## src/rtl/img_arb_pkg.sv

```systemverilog
`default_nettype none
// ============================================================================
//  Module   : img_arb_pkg
//  Brief    : Shared types and default sizes for the image memory arbiter.
//  Revision : 1.0 - initial release
// ============================================================================
package img_arb_pkg;

    // Default sizes; the arbiter exposes them as overridable parameters.
    localparam int ADDR_W_DEF   = 24;
    localparam int DATA_W_DEF   = 8;
    localparam int MAX_WAIT_DEF = 4;

    // Who owns the read data returning from memory this cycle.
    typedef enum logic [1:0] {
        OWN_NONE = 2'd0,
        OWN_CPU  = 2'd1,
        OWN_VGA  = 2'd2
    } owner_t;

endpackage
`default_nettype wire

```

## src/rtl/arb_starve_counter.sv

```systemverilog
`default_nettype none
// ============================================================================
//  Module   : arb_starve_counter
//  Brief    : Counts consecutive denied CPU cycles and raises a force flag
//             once the CPU has waited MAX_WAIT edges. Used by img_mem_arbiter
//             only when IMG_ARB_STARVE_GUARD_EN is defined.
//  Revision : 1.0 - initial release
// ============================================================================
module arb_starve_counter
    import img_arb_pkg::*;
#(
    parameter int MAX_WAIT = MAX_WAIT_DEF
) (
    input  logic clk_i,
    input  logic reset_i,
    input  logic cpu_req_i,
    input  logic cpu_gnt_i,
    output logic force_o
);

    // A zero-wait guard still needs a one-bit counter to elaborate.
    localparam int               CNT_W   = (MAX_WAIT < 1) ? 1 : $clog2(MAX_WAIT + 1);
    localparam logic [CNT_W-1:0] CNT_MAX = CNT_W'(MAX_WAIT);

    logic [CNT_W-1:0] cnt_q;
    logic [CNT_W-1:0] cnt_d;

    // Saturating count of denied edges; any grant or dropped request restarts it.
    always_comb begin
        cnt_d = cnt_q;
        if (!cpu_req_i || cpu_gnt_i) begin
            cnt_d = '0;
        end else if (cnt_q != CNT_MAX) begin
            cnt_d = cnt_q + 1'b1;
        end
    end

    // Counter register.
    always_ff @(posedge clk_i or posedge reset_i) begin
        if (reset_i) begin
            cnt_q <= '0;
        end else begin
            cnt_q <= cnt_d;
        end
    end

    // Flag is purely registered, so it cannot form a loop with the grant logic.
    assign force_o = (cnt_q == CNT_MAX);

endmodule
`default_nettype wire

```

## src/rtl/img_mem_arbiter.sv

```systemverilog
`default_nettype none
// ============================================================================
//  Module   : img_mem_arbiter
//  Brief    : Shares the single-port image memory between the CPU load/store
//             path and the VGA pixel fetch. VGA has priority; read data is
//             routed back to its owner one cycle after the grant.
//  Options  : IMG_ARB_STARVE_GUARD_EN - when defined, a CPU denied MAX_WAIT
//             consecutive cycles wins the next contended cycle.
//  Revision : 1.0 - initial release
// ============================================================================
module img_mem_arbiter
    import img_arb_pkg::*;
#(
    parameter int ADDR_W   = ADDR_W_DEF,
    parameter int DATA_W   = DATA_W_DEF,
    parameter int MAX_WAIT = MAX_WAIT_DEF
) (
    input  logic              clk_i,
    input  logic              reset_i,
    // CPU port
    input  logic              cpu_req_i,
    input  logic              cpu_we_i,
    input  logic [ADDR_W-1:0] cpu_adr_i,
    input  logic [DATA_W-1:0] cpu_wdata_i,
    output logic              cpu_gnt_o,
    output logic              cpu_rvalid_o,
    output logic [DATA_W-1:0] cpu_rdata_o,
    // VGA port (read only)
    input  logic              vga_req_i,
    input  logic [ADDR_W-1:0] vga_adr_i,
    output logic              vga_gnt_o,
    output logic              vga_rvalid_o,
    output logic [DATA_W-1:0] vga_rdata_o,
    // Memory port
    output logic [ADDR_W-1:0] mem_adr_o,
    output logic [DATA_W-1:0] mem_wdata_o,
    output logic              mem_we_o,
    input  logic [DATA_W-1:0] mem_rdata_i
);

    owner_t last_own_q;
    owner_t last_own_d;
    logic   force_cpu;

`ifdef IMG_ARB_STARVE_GUARD_EN
    arb_starve_counter #(
        .MAX_WAIT (MAX_WAIT)
    ) u_starve (
        .clk_i     (clk_i),
        .reset_i   (reset_i),
        .cpu_req_i (cpu_req_i),
        .cpu_gnt_i (cpu_gnt_o),
        .force_o   (force_cpu)
    );
`else
    // Fixed VGA priority: MAX_WAIT has no effect in this build.
    logic [31:0] max_wait_unused;
    assign max_wait_unused = 32'(MAX_WAIT);
    assign force_cpu       = 1'b0;
`endif

    // VGA wins contention unless the starvation guard is forcing the CPU.
    assign cpu_gnt_o = cpu_req_i && (!vga_req_i || force_cpu);
    assign vga_gnt_o = vga_req_i && !cpu_gnt_o;

    // Memory steering; idle cycles park the address on the CPU side.
    assign mem_adr_o   = vga_gnt_o ? vga_adr_i : cpu_adr_i;
    assign mem_wdata_o = cpu_wdata_i;
    assign mem_we_o    = cpu_gnt_o && cpu_we_i;

    // Owner of the data that memory returns next cycle; writes return nothing.
    always_comb begin
        last_own_d = OWN_NONE;
        if (cpu_gnt_o && !cpu_we_i) begin
            last_own_d = OWN_CPU;
        end else if (vga_gnt_o) begin
            last_own_d = OWN_VGA;
        end
    end

    // Owner register; reset drops any in-flight read immediately.
    always_ff @(posedge clk_i or posedge reset_i) begin
        if (reset_i) begin
            last_own_q <= OWN_NONE;
        end else begin
            last_own_q <= last_own_d;
        end
    end

    // Both ports see the raw memory data; rvalid alone tells them whose it is.
    assign cpu_rvalid_o = (last_own_q == OWN_CPU);
    assign vga_rvalid_o = (last_own_q == OWN_VGA);
    assign cpu_rdata_o  = mem_rdata_i;
    assign vga_rdata_o  = mem_rdata_i;

endmodule
`default_nettype wire

```

## config.mk

```make
export PLATFORM = sky130hd
export DESIGN_NAME = img_mem_arbiter
export DESIGN_NICKNAME = d
export VERILOG_FILES = /design/src/rtl/img_arb_pkg.sv /design/src/rtl/arb_starve_counter.sv /design/src/rtl/img_mem_arbiter.sv
export SDC_FILE = /design/constraint.sdc
export NUM_CORES = 1
export LEC_CHECK = 0
export BUFFER_PORTS_ARGS = -buffer_cell sky130_fd_sc_hd__buf_2
export CAP_MARGIN = 15
export CORE_MARGIN = 2
export CORE_UTILIZATION = 26
export DETAILED_ROUTE_END_ITERATION = 8
export HOLD_SLACK_MARGIN = 0.15
export PLACE_DENSITY = 0.91
export SYNTH_ARGS = -nofsm -noshare
export SYNTH_HDL_FRONTEND = slang
export SYNTH_SLANG_ARGS = --single-unit
```

## constraint.sdc

```tcl
create_clock -name clk_i -period 1.2 [get_ports clk_i]
set_clock_uncertainty 0.05 [all_clocks]
set_input_delay 0.24 -clock clk_i [delete_from_list [all_inputs] [get_ports clk_i]]
set_output_delay 0.24 -clock clk_i [all_outputs]
set_load 0.02 [all_outputs]
```

**Word-level counts from Yosys, hierarchy flattened**

Cells that the tools add are included.

- Eq/ne operators: 2
- Reductions and logical operators: 7
- Multiplexer cells: 3

Operator list:

| operator | count |
|---|---|
| 2-to-1 mux 24 bit | 1 |
| logical AND 1 bit | 4 |
| 2-to-1 mux 2 bit | 2 |
| zero test 1 bit | 3 |
| == test 2 x 1 -> 1 bit, second input constant | 1 |
| == test 2 bit, second input constant | 1 |

- Input bits: 69
- Output and inout port bits: 53
- Register bits after elaboration: 2

**Logic depth before layout (Yosys ltp)**

Gate-level depths: netlist of the first run.

- Depth in word-level cells: 6
- Depth in mapped cells: 3
- Mapped depth without buffers: 1

**Worst setup path after synthesis of the first run**

Ideal clock, no wire load.

- Kind: input to output
- From: input vga_req_i
- To: output mem_adr_o[16]
- Setup slack: 67 ps
- Arrival time: 843 ps
- Cell stages on the path: 3
- Buffers on the path: 2
- Cells stage by stage: buf_6 buf_8 mux2_4

- Longest elaborated chain between the ends: 5

Ends and longest elaborated chain:

| item | line | source |
|---|---|---|
| start, declared | img_mem_arbiter.sv:29 | `input logic vga_req_i,` |
| zero test 1 bit | img_mem_arbiter.sv:63 | `assign cpu_gnt_o = cpu_req_i && (!vga_req_i \|\| force_cpu);` |
| logical AND 1 bit | img_mem_arbiter.sv:63 |  |
| zero test 1 bit | img_mem_arbiter.sv:64 | `assign vga_gnt_o = vga_req_i && !cpu_gnt_o;` |
| logical AND 1 bit (*) | img_mem_arbiter.sv:64 |  |
| 2-to-1 mux 24 bit (*) | img_mem_arbiter.sv:67 | `assign mem_adr_o = vga_gnt_o ? vga_adr_i : cpu_adr_i;` |
| end, declared | img_mem_arbiter.sv:35 | `output logic [ADDR_W-1:0] mem_adr_o,` |

Mark *: on every way between the ends. The rest lies on a longest branch, timed or not.

**Worst setup path after layout of the first run**

- From: input vga_req_i
- To: output mem_adr_o[21]

Same word-level chain as after synthesis.

==> impl_metrics.yaml, run 1 <==
route:
  drt_wl_total_mm: 2.08
  antenna_left: 0
  drtIter0Drc: 12
  viasPerCell: 4.19
  drtPass1Iterations: 4
  drc: 0
  vias: 645
  wl_per_cell_um: 13.5
synth:
  synth_fp_nets: 130
  yosys_register_bits: 2
  seq_area_frac_synth: 0.0762
  synth_area_um2: 657
  netlist_instances: 61
  synth_warnings: 0
  avgSynthCellArea_um2: 10.8
  synth_cell_type_count: 12
setup_path:
  max_stage_delay_ns: 0.31
  cp-end-kind: "primary output"
  path_cells: "buf_12 -> buf_12 -> mux2_4 -> buf_6"
  path_depth: 4
  crit_top_cell: "buf_12"
  start_kind: "input pin"
  crit_fanout: 8
  path_delay_family: "buffers and inverters"
  arrival_ns: 0.95
  path_class: "input pin to primary output"
  critPathBufInv: 3
  worstPathRequired_ns: 0.91
  crit_slowest_cell: "mux2_4"
global_route:
  grt_use_met2: 0.259
  grt_util_met3: 0.0328
  grtUsageTotal: 0.139
  grt_pass1_wl_mm: 2.85
  grt_max_degree: 9
  grt_pass1_vias: 620
  grt.met1_usage: 0.148
  antenna_found_initial: 0
  grt_overflow: 0
  top_usage_layer: "met2"
sta:
  setup_slack_ns: -0.0366
  slew_violations: 0
  fin_crit_sh: 1.03
  setup_viol: 24
  grt_setup_unrepaired: "yes"
  tightest_slew_ns: 0.160
  slew_headroom: 0.893
  finalHoldViolations: 0
  post-route-min-period_ns: 1.24
  max_freq_mhz: 809
layout:
  fill_cells: 229
  largest_reg_flops: 2
  finish.net_count: 195
  final_cell_count_no_fill: 154
  largestRegisters: "last_own_q (2)"
  regMostFlops: "last_own_q"
  drive_gt1_frac: 0.919
  area_growth_pct: 84.2
  antenna_cells: 0
placement:
  dp_slack_ns: -0.121
  gp_congestion: 0.780
  placedCellCount: 145
  io_buffers: 81
  hpwlAfterDp_mm: 1.64
clock_tree:
  cts_max_path_buffers: 2
  clock-root-buffer: "clkbuf_4"
  h-tree-depth: 1
  cts_tree: "done"
  clkTransAtPathRegs_ns: 0.03
  cts_buffers: 3
  clock_sinks: 2
job:
  max_cap_viol_count: 0
floorplan:
  die_h_um: 54.3
  start_util: 0.270
  io_pins: 122
  core_um2: 2430
  std_cell_rows: 18
  die_w_um: 54.3
  dieArea_um2: 2940
power_and_ir_drop:
  combPwrFrac: 0.707
  leakagePower_uw: 0.000697
  power_report.internal_total_uw: 504
  irDropWorstVdd_uv: 351
  power_switching_uw: 250
  p_seq_frac: 0.096
  clkPwrFrac: 0.197
  swShare: 0.331
  p_per_area_nw_per_um2: 623
min_path:
  hp-class: "input pin to flip-flop"
  whs_path_depth: 2
status:
  status: "complete, but fails checks"
  violations: "negative setup slack"
final cells by class:
cell class	instances	area (um2)	area share
flip-flops and latches	2	50.0	0.0414
clock buffers	3	22.5	0.0186
well taps	30	37.5	0.0310
multi-input cells	29	395	0.327
repair buffers	89	701	0.579
inverters	1	3.75	0.00310
Yosys cell counts, drive strengths merged:
cell | number | share of area
clkbuf | 2 | 0.011
nor3b | 1 | 0.011
nor2b | 3 | 0.029
mux2 | 24 | 0.51
and3b | 1 | 0.013
dfrtp | 2 | 0.076
buf | 27 | 0.34
inv | 1 | 0.0057
repair_timing:
item,CTS,global route
hold endpoints to repair,3,0
hold buffers,2,0
endpoints found under the setup margin,24,25
cloned,2,0
setup buffers,2,0
resized for setup,61,0
metal layers:
metal	wire length, um	vias to the layer above
li1	-	307
met1	705	283
met2	1150	51
met3	192	4
met4	30	0
met5	0	-
path summary, 6_finish.rpt:
check | start | end | slack, ns
worst max-delay path | vga_req_i | mem_adr_o[21] | -0.04
worst min-delay path | cpu_req_i | last_own_q[0] | 0.25
max in group asynchronous | reset_i | last_own_q[0] | 0.62
min in group asynchronous | reset_i | last_own_q[1] | 0.36
through the flow:
stage | hold slack [ns] | setup TNS (ns) | total power, uW | utilization | instance area, um2
final | 0.245 | -0.504 | 754 | 0.497 | 1210
after global routing | 0.241 | -0.780 | 806 | 0.497 | 1210
after CTS | 0.234 | -0.532 | 759 | 0.497 | 1210
after detailed placement | 0.0433 | -2.30 | 464 | 0.372 | 906
after global placement | 0.0435 | -2.21 | 460 | 0.372 | 906
after floorplan | -0.0688 | 0 | 428 | - | 657
power groups by stage:
stage          registers (uW)  logic [uW]  clock network, uW
6_report                 72.2         533                149
5_1_grt                  72.6         563                171
4_1_cts                  72.1         534                153
3_5_place_dp             72.8         391                  0
3_3_place_gp             72.8         387                  0
2_1_floorplan            72.6         356                  0
cell families (layout without fill, tap and decap cells):
logic type,Yosys count,after routing,synth area share
buf+inv,30,93,0.362
flops,2,2,0.0762
mux,24,24,0.509
simple gates,5,5,0.0533
cell usage in the layout, fill, tap and decap left out, drive strengths merged:
| cell type | n |
|---|---|
| mux2 | 24 |
| inv | 1 |
| buf | 87 |
| clkbuf | 3 |
| dlygate4sd3 | 2 |
| nor3b | 1 |
| dfrtp | 2 |
| nor2b | 3 |
| and3b | 1 |
(Power assumes the default switching activity.)
==> inputs of run 2 (changes only) <==
--- a/config.mk
+++ b/config.mk
@@ -5,13 +5,14 @@
 export SDC_FILE = /design/constraint.sdc
 export NUM_CORES = 1
 export LEC_CHECK = 0
+export ABC_AREA = 1
 export BUFFER_PORTS_ARGS = -buffer_cell sky130_fd_sc_hd__buf_2
 export CAP_MARGIN = 15
 export CORE_MARGIN = 2
-export CORE_UTILIZATION = 26
+export CORE_UTILIZATION = 25
 export DETAILED_ROUTE_END_ITERATION = 8
 export HOLD_SLACK_MARGIN = 0.15
-export PLACE_DENSITY = 0.91
+export PLACE_DENSITY = 0.9
 export SYNTH_ARGS = -nofsm -noshare
 export SYNTH_HDL_FRONTEND = slang
 export SYNTH_SLANG_ARGS = --single-unit
==> impl_metrics.yaml, run 2 <==
status:
  status: "finished clean"
synth:
  yosys_register_bits: 2
  seq_area_frac_synth: 0.0792
  synth_area_um2: 632
  synthTopCellsByCount: "nand2_1 (69), buf_4 (24), inv_1 (5)"
  ys_top_cells_by_area: "nand2_1 (41%), buf_4 (29%), dfrtp_1 (7.9%), clkbuf_8 (4.4%), nand2_2 (4.0%)"
  avgSynthCellArea_um2: 5.45
  synth_warnings: 0
  synth_ff_type: "dfrtp_1"
  synth_fp_nets: 185
  yosysTopAreaCell: "nand2_1"
  synth_edf_count: 0
  synth_top_area_share: 0.410
  netlist_instances: 116
  synth.most_common_cell: "nand2_1"
  synth_cell_type_count: 11
  ys_async_sr_fraction: 1.00
min_path:
  min_to: "last_own_q[1]"
  whs_path_depth: 2
  hp-class: "input pin to flip-flop"
  hold_start: "vga_req_i"
clock_tree:
  clock_sinks: 2
  cts_buffers: 3
  cts_tree: "done"
  clock-root-buffer: "clkbuf_4"
  cts_setup_buffers: 0
  cts_max_path_buffers: 2
  clkTransAtPathRegs_ns: 0.03
  h-tree-depth: 1
setup_path:
  crit_fanout: 2
  arrival_ns: 0.85
  start_kind: "flip-flop"
  worstPathRequired_ns: 0.91
  path_class: "flip-flop to primary output"
  cp-end-kind: "primary output"
sta:
  grt_setup_unrepaired: "no"
  fin_crit_sh: 0.951
  slew_violations: 0
  finalSetupTns_ns: 0
  post-route-min-period_ns: 1.14
  finalHoldViolations: 0
  slew_headroom: 0.918
  tightest_slew_ns: 0.123
  max_freq_mhz: 877
  setup_viol: 0
global_route:
  grt_pass1_vias: 585
  grt_util_met3: 0.0328
  grt_use_met2: 0.181
  grt_overflow: 0
  grtUsageTotal: 0.0976
  grt.met1_usage: 0.0852
  top_usage_layer: "met2"
  grt_pass1_wl_mm: 2.10
  grt_max_degree: 26
  antenna_found_initial: 0
power_and_ir_drop:
  irDropWorstVdd_uv: 329
  leakagePower_uw: 0.000655
  p_per_area_nw_per_um2: 640
route:
  drtIter0Drc: 5
  wl_per_cell_um: 8.92
  drc: 0
  drt_wl_total_mm: 1.83
  drtPass1Iterations: 2
  vias: 836
  antenna_left: 0
  viasPerCell: 4.08
floorplan:
  dieArea_um2: 2950
  start_util: 0.260
  die_w_um: 54.3
  std_cell_rows: 18
  core_um2: 2430
  die_h_um: 54.3
  io_pins: 122
job:
  max_cap_viol_count: 0
placement:
  gp_congestion: 0.668
  io_buffers: 81
  hpwlAfterDp_mm: 1.34
layout:
  largestRegisters: "last_own_q (2)"
  finish.net_count: 246
  mostFrequentLayoutCells: "buf_2 (80), nand2_1 (69), inv_1 (5)"
  largest_reg_flops: 2
  regMostFlops: "last_own_q"
  final_common_cell: "buf_2"
  drive_gt1_frac: 0.531
  final_util: 0.378
  antenna_cells: 0
  area_growth_pct: 45.3
[run 2: layout make-up]
type,instances,area [um2]
fill,277,1510
timing repair buffer,86,465
multi-input combinational,77,299
sequential,2,50.0
tap,30,37.5
inverter,6,35.0
clock buffer,3,22.5
timing repair inverter,1,8.76
[run 2: critical path, cell delays in order (launching register included)]
cell and delay (ns):
dfrtp_1 0.36, nor2_1 0.10, buf_2 0.16
[run 2: timing repair]
action	CTS	global route
endpoints found under the setup margin	0	24
hold buffers	2	0
gates resized for setup	0	7
hold endpoints to repair	3	0
[run 2: worst max path at each step]
stage	from	slack, ns	to
finish	last_own_q[0]	0.06	vga_rvalid_o
global placement	vga_req_i	0.02	mem_adr_o[11]
detailed placement	vga_req_i	0.006	mem_adr_o[8]
CTS	vga_req_i	0.005	mem_adr_o[8]
global route	last_own_q[0]	0.03	vga_rvalid_o
floorplan	vga_req_i	0.13	mem_we_o
[run 2: layer usage]
| metal | share of wire | vias up |
|---|---|---|
| met4 | 0.0077 | 0 |
| met5 | 0 | - |
| met2 | 0.52 | 62 |
| li1 | - | 431 |
| met1 | 0.34 | 339 |
| met3 | 0.14 | 4 |
[run 2: cell families (layout without fill, tap and decap cells)]
family | Yosys count | after routing | synth area share
and+or+nand+nor | 77 | 77 | 0.473
buffers and inverters | 37 | 96 | 0.448
DFF | 2 | 2 | 0.0792
[run 2: stage by stage]
stage               cell area [um2]  cells  hold slack [ns]  worst slack (ns)  total power, uW
finish                          918    205            0.295            0.0593              588
global route                    918    205            0.301            0.0323              643
CTS                             887    204            0.315           0.00491              589
detailed placement              845    199           0.0423           0.00645              422
global placement                845    199           0.0374            0.0180              417
floorplan                       632    116          -0.0688             0.127              396
[run 2: where the power goes]
| group | switching, uW | internal [uW] |
|---|---|---|
| logic | 208 | 157 |
| registers | 1.41 | 71.0 |
| clock network | 40.7 | 111 |
==> inputs of run 3 (changes only) <==
--- a/config.mk
+++ b/config.mk
@@ -9,10 +9,11 @@
 export BUFFER_PORTS_ARGS = -buffer_cell sky130_fd_sc_hd__buf_2
 export CAP_MARGIN = 15
 export CORE_MARGIN = 2
-export CORE_UTILIZATION = 25
+export CORE_UTILIZATION = 23
 export DETAILED_ROUTE_END_ITERATION = 8
 export HOLD_SLACK_MARGIN = 0.15
-export PLACE_DENSITY = 0.9
+export PLACE_DENSITY = 0.87
+export SKIP_CTS_REPAIR_TIMING = 1
 export SYNTH_ARGS = -nofsm -noshare
 export SYNTH_HDL_FRONTEND = slang
 export SYNTH_SLANG_ARGS = --single-unit
==> constraint.sdc (replaced) <==
create_clock -name clk_i -period 0.9 [get_ports clk_i]
set_clock_uncertainty 0.05 [all_clocks]
set_input_delay 0.18 -clock clk_i [delete_from_list [all_inputs] [get_ports clk_i]]
set_output_delay 0.18 -clock clk_i [all_outputs]
set_load 0.02 [all_outputs]
==> impl_metrics.yaml, run 3 (synthesis gave the netlist of run 2 again) <==
status:
  status: "complete, but fails checks"
  violations: "negative setup slack"
global_route:
  grt_max_degree: 26
  grt_overflow: 0
  grt_pass1_vias: 673
  antenna_found_initial: 0
  grtUsageTotal: 0.105
  grt_pass1_wl_mm: 2.75
setup_path:
  path_class: "flip-flop to primary output"
  crit_fanout: 2
  crit_slowest_cell: "dfrtp_1"
  arrival_ns: 0.82
  worstPathRequired_ns: 0.67
  start_kind: "flip-flop"
  cp-end-kind: "primary output"
  max_stage_delay_ns: 0.33
  path_cells: "inv_1 -> nor2_1 -> buf_4"
layout:
  design_area_um2: 1430
  mostFrequentLayoutCells: "buf_2 (53), nand2_2 (27), buf_6 (25)"
  finish.net_count: 248
  regMostFlops: "last_own_q"
  area_growth_pct: 126
  fill_cells: 254
  final_common_cell: "buf_2"
  largest_reg_flops: 2
  final_cell_count_no_fill: 208
  largestRegisters: "last_own_q (2)"
  drive_gt1_frac: 0.814
  seqCellArea_um2: 50.0
  antenna_cells: 0
  final_util: 0.531
  multiInputGateArea_um2: 544
route:
  wl_per_cell_um: 12.0
  drc: 0
  drtIter0Drc: 18
  drtPass1Iterations: 2
  vias: 897
  antenna_left: 0
  drt_wl_total_mm: 2.50
  viasPerCell: 4.31
power_and_ir_drop:
  power_switching_uw: 448
  p_seq_frac: 0.088
  clkPwrFrac: 0.176
  swShare: 0.411
  irDropWorstVdd_uv: 510
  combPwrFrac: 0.735
  leakagePower_uw: 0.000867
  p_per_area_nw_per_um2: 765
  power_report.internal_total_uw: 643
floorplan:
  die_h_um: 56.4
  start_util: 0.235
  core_um2: 2690
  dieArea_um2: 3180
  std_cell_rows: 19
  io_pins: 122
  die_w_um: 56.4
sta:
  tightest_slew_ns: 0.0930
  hold_slack_ns: 0.0787
  post-route-min-period_ns: 1.05
  max_freq_mhz: 951
  setup_slack_ns: -0.152
  fin_crit_sh: 1.17
  finalHoldViolations: 0
  grt_setup_unrepaired: "yes"
  slew_violations: 0
  slew_headroom: 0.938
  setup_viol: 24
placement:
  gp_congestion: 0.625
  postPlaceCellArea_um2: 881
  hpwlAfterDp_mm: 1.53
  placedCellCount: 199
  dp_slack_ns: -0.196
  io_buffers: 81
min_path:
  hp-class: "input pin to flip-flop"
  hold_start: "cpu_we_i"
  min_to: "last_own_q[0]"
  whs_path_depth: 2
clock_tree:
  cts_buffers: 3
  clock_sinks: 2
  cts_max_path_buffers: 2
  clkTransAtPathRegs_ns: 0.03
  clock-root-buffer: "clkbuf_4"
  cts_tree: "done"
  h-tree-depth: 1
job:
  max_cap_viol_count: 0
==> run 3: stage by stage <==
step	power (uW)	setup TNS, ns
floorplan	552	0
global placement	579	-4.13
detailed placement	587	-4.47
finish	1090	-0.883
CTS	790	-4.84
global route	1160	-1.42
==> run 3: worst max-delay path by stage <==
stage / from / to / slack (ns)
after CTS: vga_req_i / mem_adr_o[11] / -0.20
after floorplan: vga_req_i / mem_adr_o[12] / 0.0008
after global routing: last_own_q[0] / vga_rvalid_o / -0.22
after global placement: vga_req_i / mem_adr_o[13] / -0.18
final: last_own_q[1] / vga_rvalid_o / -0.15
after detailed placement: vga_req_i / mem_adr_o[12] / -0.20
==> run 3: routing by layer <==
metal | vias to the layer above | share of wire | track usage
met2 | 59 | 0.57 | 0.197
met4 | 0 | 0 | 0.0374
li1 | 438 | - | -
met5 | - | 0 | 0
met1 | 400 | 0.35 | 0.113
met3 | 0 | 0.087 | 0.0253
==> run 3: cell type report <==
type	count	area share
repair inverters	2	0.0140
clock buffers	3	0.0158
repair buffers	87	0.501
multi-input cells	77	0.382
inverters	6	0.0246
well taps	31	0.0272
flip-flops and latches	2	0.0351
==> run 3: worst max-delay path: cells and delay by family (launching register included) <==
kind	cells	cell delay, ns
flip-flops	1	0.33
buffers and inverters	2	0.18
AND/OR/NAND/NOR	1	0.09
==> run 3: power by group through the flow <==
stage	registers (uW)	logic, uW	clock network (uW)
3_5_place_dp	97.3	489	0
6_report	96.4	802	192
5_1_grt	96.9	857	210
4_1_cts	96.3	491	203
3_3_place_gp	97.2	482	0
2_1_floorplan	97.1	455	0
